## src/rtl/key_search_dispatcher.sv

```systemverilog
// Launches four key-search cores on disjoint ranges, stops the rest once one of them finds the key, and reports the result.
// Optional macro DISPATCH_TIMEOUT_EN adds a watchdog that aborts a SEARCH running longer than TIMEOUT_CYCLES.
module key_search_dispatcher #(
  parameter int          KEY_WIDTH      = 24,
  parameter int          CORE_SPAN_LOG2 = 20,
  parameter logic [31:0] TIMEOUT_CYCLES = 32'd50_000_000
) (
  input  logic                   clk,
  input  logic                   reset_n,
  input  logic                   start,
  output logic [3:0]             core_start,
  output logic [4*KEY_WIDTH-1:0] core_base,
  output logic [3:0]             core_stop,
  input  logic [3:0]             core_done,
  input  logic [3:0]             core_found,
  output logic [3:0]             success_state,
  output logic                   busy,
  output logic                   search_done,
  output logic                   search_fail
);

  typedef enum logic [2:0] {IDLE, LAUNCH, SEARCH, ABORT, DONE} state_t;

  state_t                 state_q, state_d;
  logic [3:0]             core_start_q, core_start_d;
  logic [3:0]             core_stop_q, core_stop_d;
  logic [4*KEY_WIDTH-1:0] core_base_q, core_base_d;
  logic [3:0]             success_q, success_d;
  logic [3:0]             pending_q, pending_d;
  logic                   busy_q, busy_d;
  logic                   search_done_q, search_done_d;
  logic                   search_fail_q, search_fail_d;

  logic [4*KEY_WIDTH-1:0] base_init;
  logic [3:0]             winner;
  logic                   timeout_hit;

  // Core gi scans from gi * 2^CORE_SPAN_LOG2.
  generate
    for (genvar gi = 0; gi < 4; gi++) begin : g_base
      localparam logic [KEY_WIDTH-1:0] BASE = KEY_WIDTH'(gi) << CORE_SPAN_LOG2;
      assign base_init[gi*KEY_WIDTH +: KEY_WIDTH] = BASE;
    end
  endgenerate

  // Isolate the lowest set bit so the winner is always one-hot.
  assign winner = core_found & (~core_found + 4'd1);

`ifdef DISPATCH_TIMEOUT_EN
  logic [31:0] timeout_cnt_q, timeout_cnt_d;

  assign timeout_hit = (state_q == SEARCH) && (timeout_cnt_q == TIMEOUT_CYCLES - 32'd1);

  always_comb begin
    timeout_cnt_d = timeout_cnt_q;
    if (state_q == LAUNCH) begin
      timeout_cnt_d = 32'd0;
    end else if (state_q == SEARCH) begin
      timeout_cnt_d = timeout_cnt_q + 32'd1;
    end
  end

  always_ff @(posedge clk or negedge reset_n) begin
    if (!reset_n) begin
      timeout_cnt_q <= 32'd0;
    end else begin
      timeout_cnt_q <= timeout_cnt_d;
    end
  end
`else
  logic [31:0] unused_timeout_cfg;
  assign unused_timeout_cfg = TIMEOUT_CYCLES;
  assign timeout_hit        = 1'b0;
`endif

  always_comb begin
    state_d       = state_q;
    core_start_d  = 4'b0000;
    core_stop_d   = 4'b0000;
    core_base_d   = core_base_q;
    success_d     = success_q;
    pending_d     = pending_q;
    busy_d        = busy_q;
    search_done_d = search_done_q;
    search_fail_d = search_fail_q;

    case (state_q)
      IDLE, DONE: begin
        if (start) begin
          state_d       = LAUNCH;
          core_start_d  = 4'b1111;
          core_base_d   = base_init;
          success_d     = 4'b0000;
          pending_d     = 4'b0000;
          busy_d        = 1'b1;
          search_done_d = 1'b0;
          search_fail_d = 1'b0;
        end
      end
      LAUNCH: begin
        state_d = SEARCH;
      end
      SEARCH: begin
        // A found result outranks a simultaneous done, even on the same core.
        if (|core_found) begin
          state_d     = ABORT;
          success_d   = winner;
          pending_d   = ~winner & ~core_done;
          core_stop_d = ~winner & ~core_done;
        end else if (&core_done) begin
          state_d       = DONE;
          success_d     = 4'b0000;
          busy_d        = 1'b0;
          search_done_d = 1'b1;
          search_fail_d = 1'b1;
        end else if (timeout_hit) begin
          state_d     = ABORT;
          success_d   = 4'b0000;
          pending_d   = ~core_done;
          core_stop_d = ~core_done;
        end
      end
      ABORT: begin
        if ((core_done & pending_q) == pending_q) begin
          state_d       = DONE;
          busy_d        = 1'b0;
          search_done_d = 1'b1;
          search_fail_d = ~|success_q;
        end
      end
      default: begin
        state_d = IDLE;
      end
    endcase
  end

  always_ff @(posedge clk or negedge reset_n) begin
    if (!reset_n) begin
      state_q       <= IDLE;
      core_start_q  <= 4'b0000;
      core_stop_q   <= 4'b0000;
      core_base_q   <= '0;
      success_q     <= 4'b0000;
      pending_q     <= 4'b0000;
      busy_q        <= 1'b0;
      search_done_q <= 1'b0;
      search_fail_q <= 1'b0;
    end else begin
      state_q       <= state_d;
      core_start_q  <= core_start_d;
      core_stop_q   <= core_stop_d;
      core_base_q   <= core_base_d;
      success_q     <= success_d;
      pending_q     <= pending_d;
      busy_q        <= busy_d;
      search_done_q <= search_done_d;
      search_fail_q <= search_fail_d;
    end
  end

  assign core_start    = core_start_q;
  assign core_stop     = core_stop_q;
  assign core_base     = core_base_q;
  assign success_state = success_q;
  assign busy          = busy_q;
  assign search_done   = search_done_q;
  assign search_fail   = search_fail_q;

endmodule

```

## config.mk

```make
export PLATFORM = sky130hd
export DESIGN_NAME = key_search_dispatcher
export DESIGN_NICKNAME = d
export VERILOG_FILES = /design/src/rtl/key_search_dispatcher.sv
export SDC_FILE = /design/constraint.sdc
export NUM_CORES = 1
export LEC_CHECK = 0
export CORE_UTILIZATION = 34
export DETAILED_ROUTE_END_ITERATION = 10
export PLACE_DENSITY = 0.81
export REMOVE_ABC_BUFFERS = 1
export SLEW_MARGIN = 30
export SYNTH_ARGS = -nofsm -noshare
export SYNTH_HDL_FRONTEND = slang
export SYNTH_SLANG_ARGS = --single-unit
```

## constraint.sdc

```tcl
create_clock -name clk -period 2.1 [get_ports clk]
set_clock_uncertainty 0.1 [all_clocks]
set_input_delay 0.21 -clock clk [delete_from_list [all_inputs] [get_ports clk]]
set_output_delay 0.21 -clock clk [all_outputs]
set_load 0.05 [all_outputs]
```

== Word level (Yosys, flattened, before mapping) ==
Index checks and enable logic that the tools add are counted.
Storage, ports and cells
  flip-flop bits (word level): 23
  bits of input ports: 11
Cells by class
  eq/ne operators: 11
  multiplexer cells: 27
  reduce and logical (&&, ||, !) cells: 13
  bitwise operators: 6
  $add $sub $neg: 1
Operators with widths (count)
  $mux W4: 8
  $pmux W4 S2: 2
  $and A4 B4 Y4: 3
  $mux W3: 4
  $not A4 Y4: 3
  $pmux W3 S4: 1
  $ne A2 B2 Y1 const B: 5
  $mux W1: 9
  $pmux W1 S3: 3
  $reduce_and A3 Y1: 3
  $reduce_or A4 Y1: 2
  $eq A3 B2 Y1 const B: 2
  $reduce_and A5 Y1: 1
  $add A4 B1 Y4 const B: 1
  $eq A4 B4 Y1: 1
  $reduce_and A4 Y1: 1
  $eq A3 B1 Y1 const B: 1
  $eq A3 B3 Y1 const B: 1
  $logic_not A3 Y1: 1
  $ne A3 B3 Y1 const B: 1
  $reduce_bool A3 Y1: 1
  $reduce_and A2 Y1: 1
  $reduce_bool A2 Y1: 1
  $reduce_or A2 Y1: 1
  $logic_not A1 Y1: 1

== Depth between registers and ports, before layout ==
  depth after elaboration: 7
  mapped depth: 5

== Worst setup path before layout ==
OpenSTA, ideal clock, no wires.
  kind: register to register
  start point: register state_q[2]
  end point: register busy_q, in the netlist busy
  arrival: 1.352 ns
  clock period less this slack: 1.571 ns
  path slack: 0.529 ns
  setup time: 0.120 ns
  stages on the path, launching flop included: 4
  buffers on the path: 0
  cells stage by stage: dfrtp_1 -> or3_2 -> o221a_4 -> o22a_2
On the way
  word-level cells in the longest chain between the ends: 4
  elaborated cells between the ends (all ways): 12
  those cells by class: eq/ne (7); mux (1); reduce/logical (4)
Ends and longest elaborated chain
  from (decl): line 24  | state_t state_q, state_d;
  from (signal assigned): line 149  | state_q <= state_d;
  $eq A3 B3 Y1 / $logic_not A3 Y1 (equally long branches): line 87  | case (state_q)
  $reduce_or A2 Y1: line 87
  $ne A2 B2 Y1 (no line) / $reduce_bool A3 Y1 (equally long branches)
  $reduce_and A5 Y1 (no line)
  to (signal assigned): line 155  | busy_q <= busy_d;
  to (decl): line 30  | logic busy_q, busy_d;
Several ways; a longest one is shown, not always the timed one.
A chain may end at the register's enable or synchronous reset.

== Worst setup path in the final report ==
  start point: register search_fail_q, in the netlist search_fail
  end point: output search_fail
RTL lines
  from (decl): line 32  | logic search_fail_q, search_fail_d;
  from (signal assigned): line 157  | search_fail_q <= search_fail_d;
  to (decl): line 19  | output logic search_fail
No word-level cell between the ends.

==> results <==
==> final cells by class <==
class                      count  area share, %
clock inverter                 1           1.82
multi-input combinational    139           41.5
inverter                       6           1.36
sequential                    20           30.3
tap                           52           3.94
clock buffer                   3           2.50
timing repair buffer          31           18.5
==> power by group <==
group | switching (mW) | total (mW) | internal [mW]
Sequential | 0.105 | 0.616 | 0.512
Clock | 0.129 | 0.384 | 0.255
Combinational | 0.960 | 1.32 | 0.359
Total | 1.19 | 2.32 | 1.12
==> state kept, by name, indices dropped and copies added (netlist names) <==
name / count
core_base: 1
state_q: 3
pending_q: 4
search_done: 1
busy: 1
success_state: 4
search_fail: 1
core_stop: 4
core_start: 1
==> worst paths after layout <==
kind / endpoint / cells after the start
hold reg to reg: search_done / 2
setup / recovery: search_fail / 1
hold / removal: core_stop[1] / 2
max in group asynchronous: success_state[1] / 2
setup reg to reg: success_state[0] / 4
min in group clk: search_done / 2
==> cell families (layout without fill, tap and decap cells) <==
family / Yosys count / in the layout / synth area share [%]
compound gates: 23 / 23 / 11.8
buf+inv: 104 / 41 / 47.3
flops: 20 / 20 / 31.2
other cells: 1 / 92 / 0.234
simple gates: 24 / 24 / 9.45
==> routing by layer <==
| metal | global-route usage, % | part of all wire [%] |
|---|---|---|
| met4 | 6.00 | 2.6 |
| met5 | 0 | 0 |
| met2 | 18.0 | 52 |
| met3 | 2.42 | 9.0 |
| met1 | 10.8 | 37 |
==> worst reg2reg max path, stage by stage, from the launching register on <==
cell and delay, ps:
dfrtp_1 450, nor3b_4 380, nand2_1 120, o32ai_1 440
a22o_1 210
==> stage by stage <==
step	hold WS [ps]	cell area [um2]	power, mW	worst slack, ps
2_1_floorplan	-186	1210	1.62	226
3_3_place_gp	374	1580	1.92	151
3_5_place_dp	372	1580	1.94	77.8
4_1_cts	199	1650	2.32	290
5_1_grt	194	1650	2.43	227
6_report	185	1650	2.32	302
==> Yosys cell counts (all sizes together), types with 3 or more instances <==
cell / number
inv: 6
dfrtp: 20
nor3: 4
or3: 3
o21ai: 5
a21o: 4
nand2: 4
nand2b: 5
buf: 98
==> results.toml <==
[synth]
ys_ff_latch = 20
synthArstFlopShare_pct = 100
synth.area.top_cells = "buf_4 (46%), dfrtp_1 (31%), nand2b_1 (2.0%)"
synth_edf_count = 0
yosysSeqAreaShare_pct = 31.2
synth_top_area_share_pct = 45.9
yosysTopAreaCell = "buf_4"
synthCells = 172
synth_cell_types = 32
yosys_most_used_dff = "dfrtp_1"
syn-cell-area_um2 = 1600
syn_area_per_cell_um2 = 9.32
ys_warn_count = 0

[clocking]
h-tree-depth = 1
ctsResizeCount = 0
ctsRootBufferMaster = "clkbuf_8"
cts_buffer_depth = 2
clk_latency_ps = 260
postCtsSetupBuffers = 0
clk_pin_slew_ps = 80
cts_buffers = 3
cts_tree = "built"
clock-sinks = 20
hold_buffers = 0

[min_path]
hold_path.class = "in2async"

[critical_path]
crit_path_top_delay_cell = "clkdlybuf4s50_1"
path_buf_inv = 1
startpoint = "search_fail"
worstSetupPathType = "reg2out"
rr_startpoint = "state_q[2]"
critical_path.max_stage_delay_ps = 820
r2r_slack_ps = 340
cp.arrival_ps = 1490
end_kind = "output pin"
worstPathMaxFanout = 3
required_ps = 1790
start_kind = "register"
crit_path_cell_trace = "clkdlybuf4s50_1"
path_delay_family = "buffers and inverters"

[detailed_routing]
routed_wl_um = 2600
drc = 15
ant_nets = 0
vias_per_cell = 3.81
dr.first_iter.drc_count = 53
dr.pass1.iters = 7
routedWlPerCell_um = 10.3
num_vias = 960

[power_and_ir_drop]
power_density_nw_per_um2 = 1400
ir_worst_vdd_v = 0.000511
p_leak_nw = 0.858

[layout]
synthToLayoutAreaGrowth_pct = 2.97
n_fill_cell = 456
final_cell_mix = "conb_1 (92), clkdlybuf4s50_1 (29), dfrtp_1 (20), nand2b_1 (5), inv_1 (5)"
area.sequential_um2 = 500
multi_input_area_um2 = 686
nNetsFinal = 212
final_common_cell = "conb_1"
instances_no_fill = 252
fin_util_pct = 37.1
diodes = 0
layout-drive-gt1-share_pct = 7.00

[floorplanning]
die_x_um = 70.7
die_h_um = 70.7
die_area_um2 = 4990
coreArea_um2 = 4440
boundaryPins = 122
start_util_pct = 36.1
fp-row-count = 24

[flow_run]
maxCapViolations = 0

[global_routing]
grt_pass1_wl_um = 3880
antenna_found_initial = 0
gr-total-overflow = 0
grt_pass1_vias = 794
grt_max_degree = 21
grt_use_total_pct = 10.1

[timing]
tns_ps = 0
relSlewSlack_pct = 65.5
fmax_mhz = 556
setup_viol = 0
finalMaxSlewViolations = 0
worst_pin_slew_ps = 516
rsz0062_at_grt = "no"
fin_crit_ps = 1800
finalHoldViolCount = 0
finalCritPeriodShare_pct = 85.6

[place]
hpwl_um = 2100
io_buffer_count = 29
place_inst = 248
place.gp.congestion = 0.848

[status]
status = "complete, but fails checks"
violations = "DRC"
No activity file was read; power rests on OpenSTA's default activity.
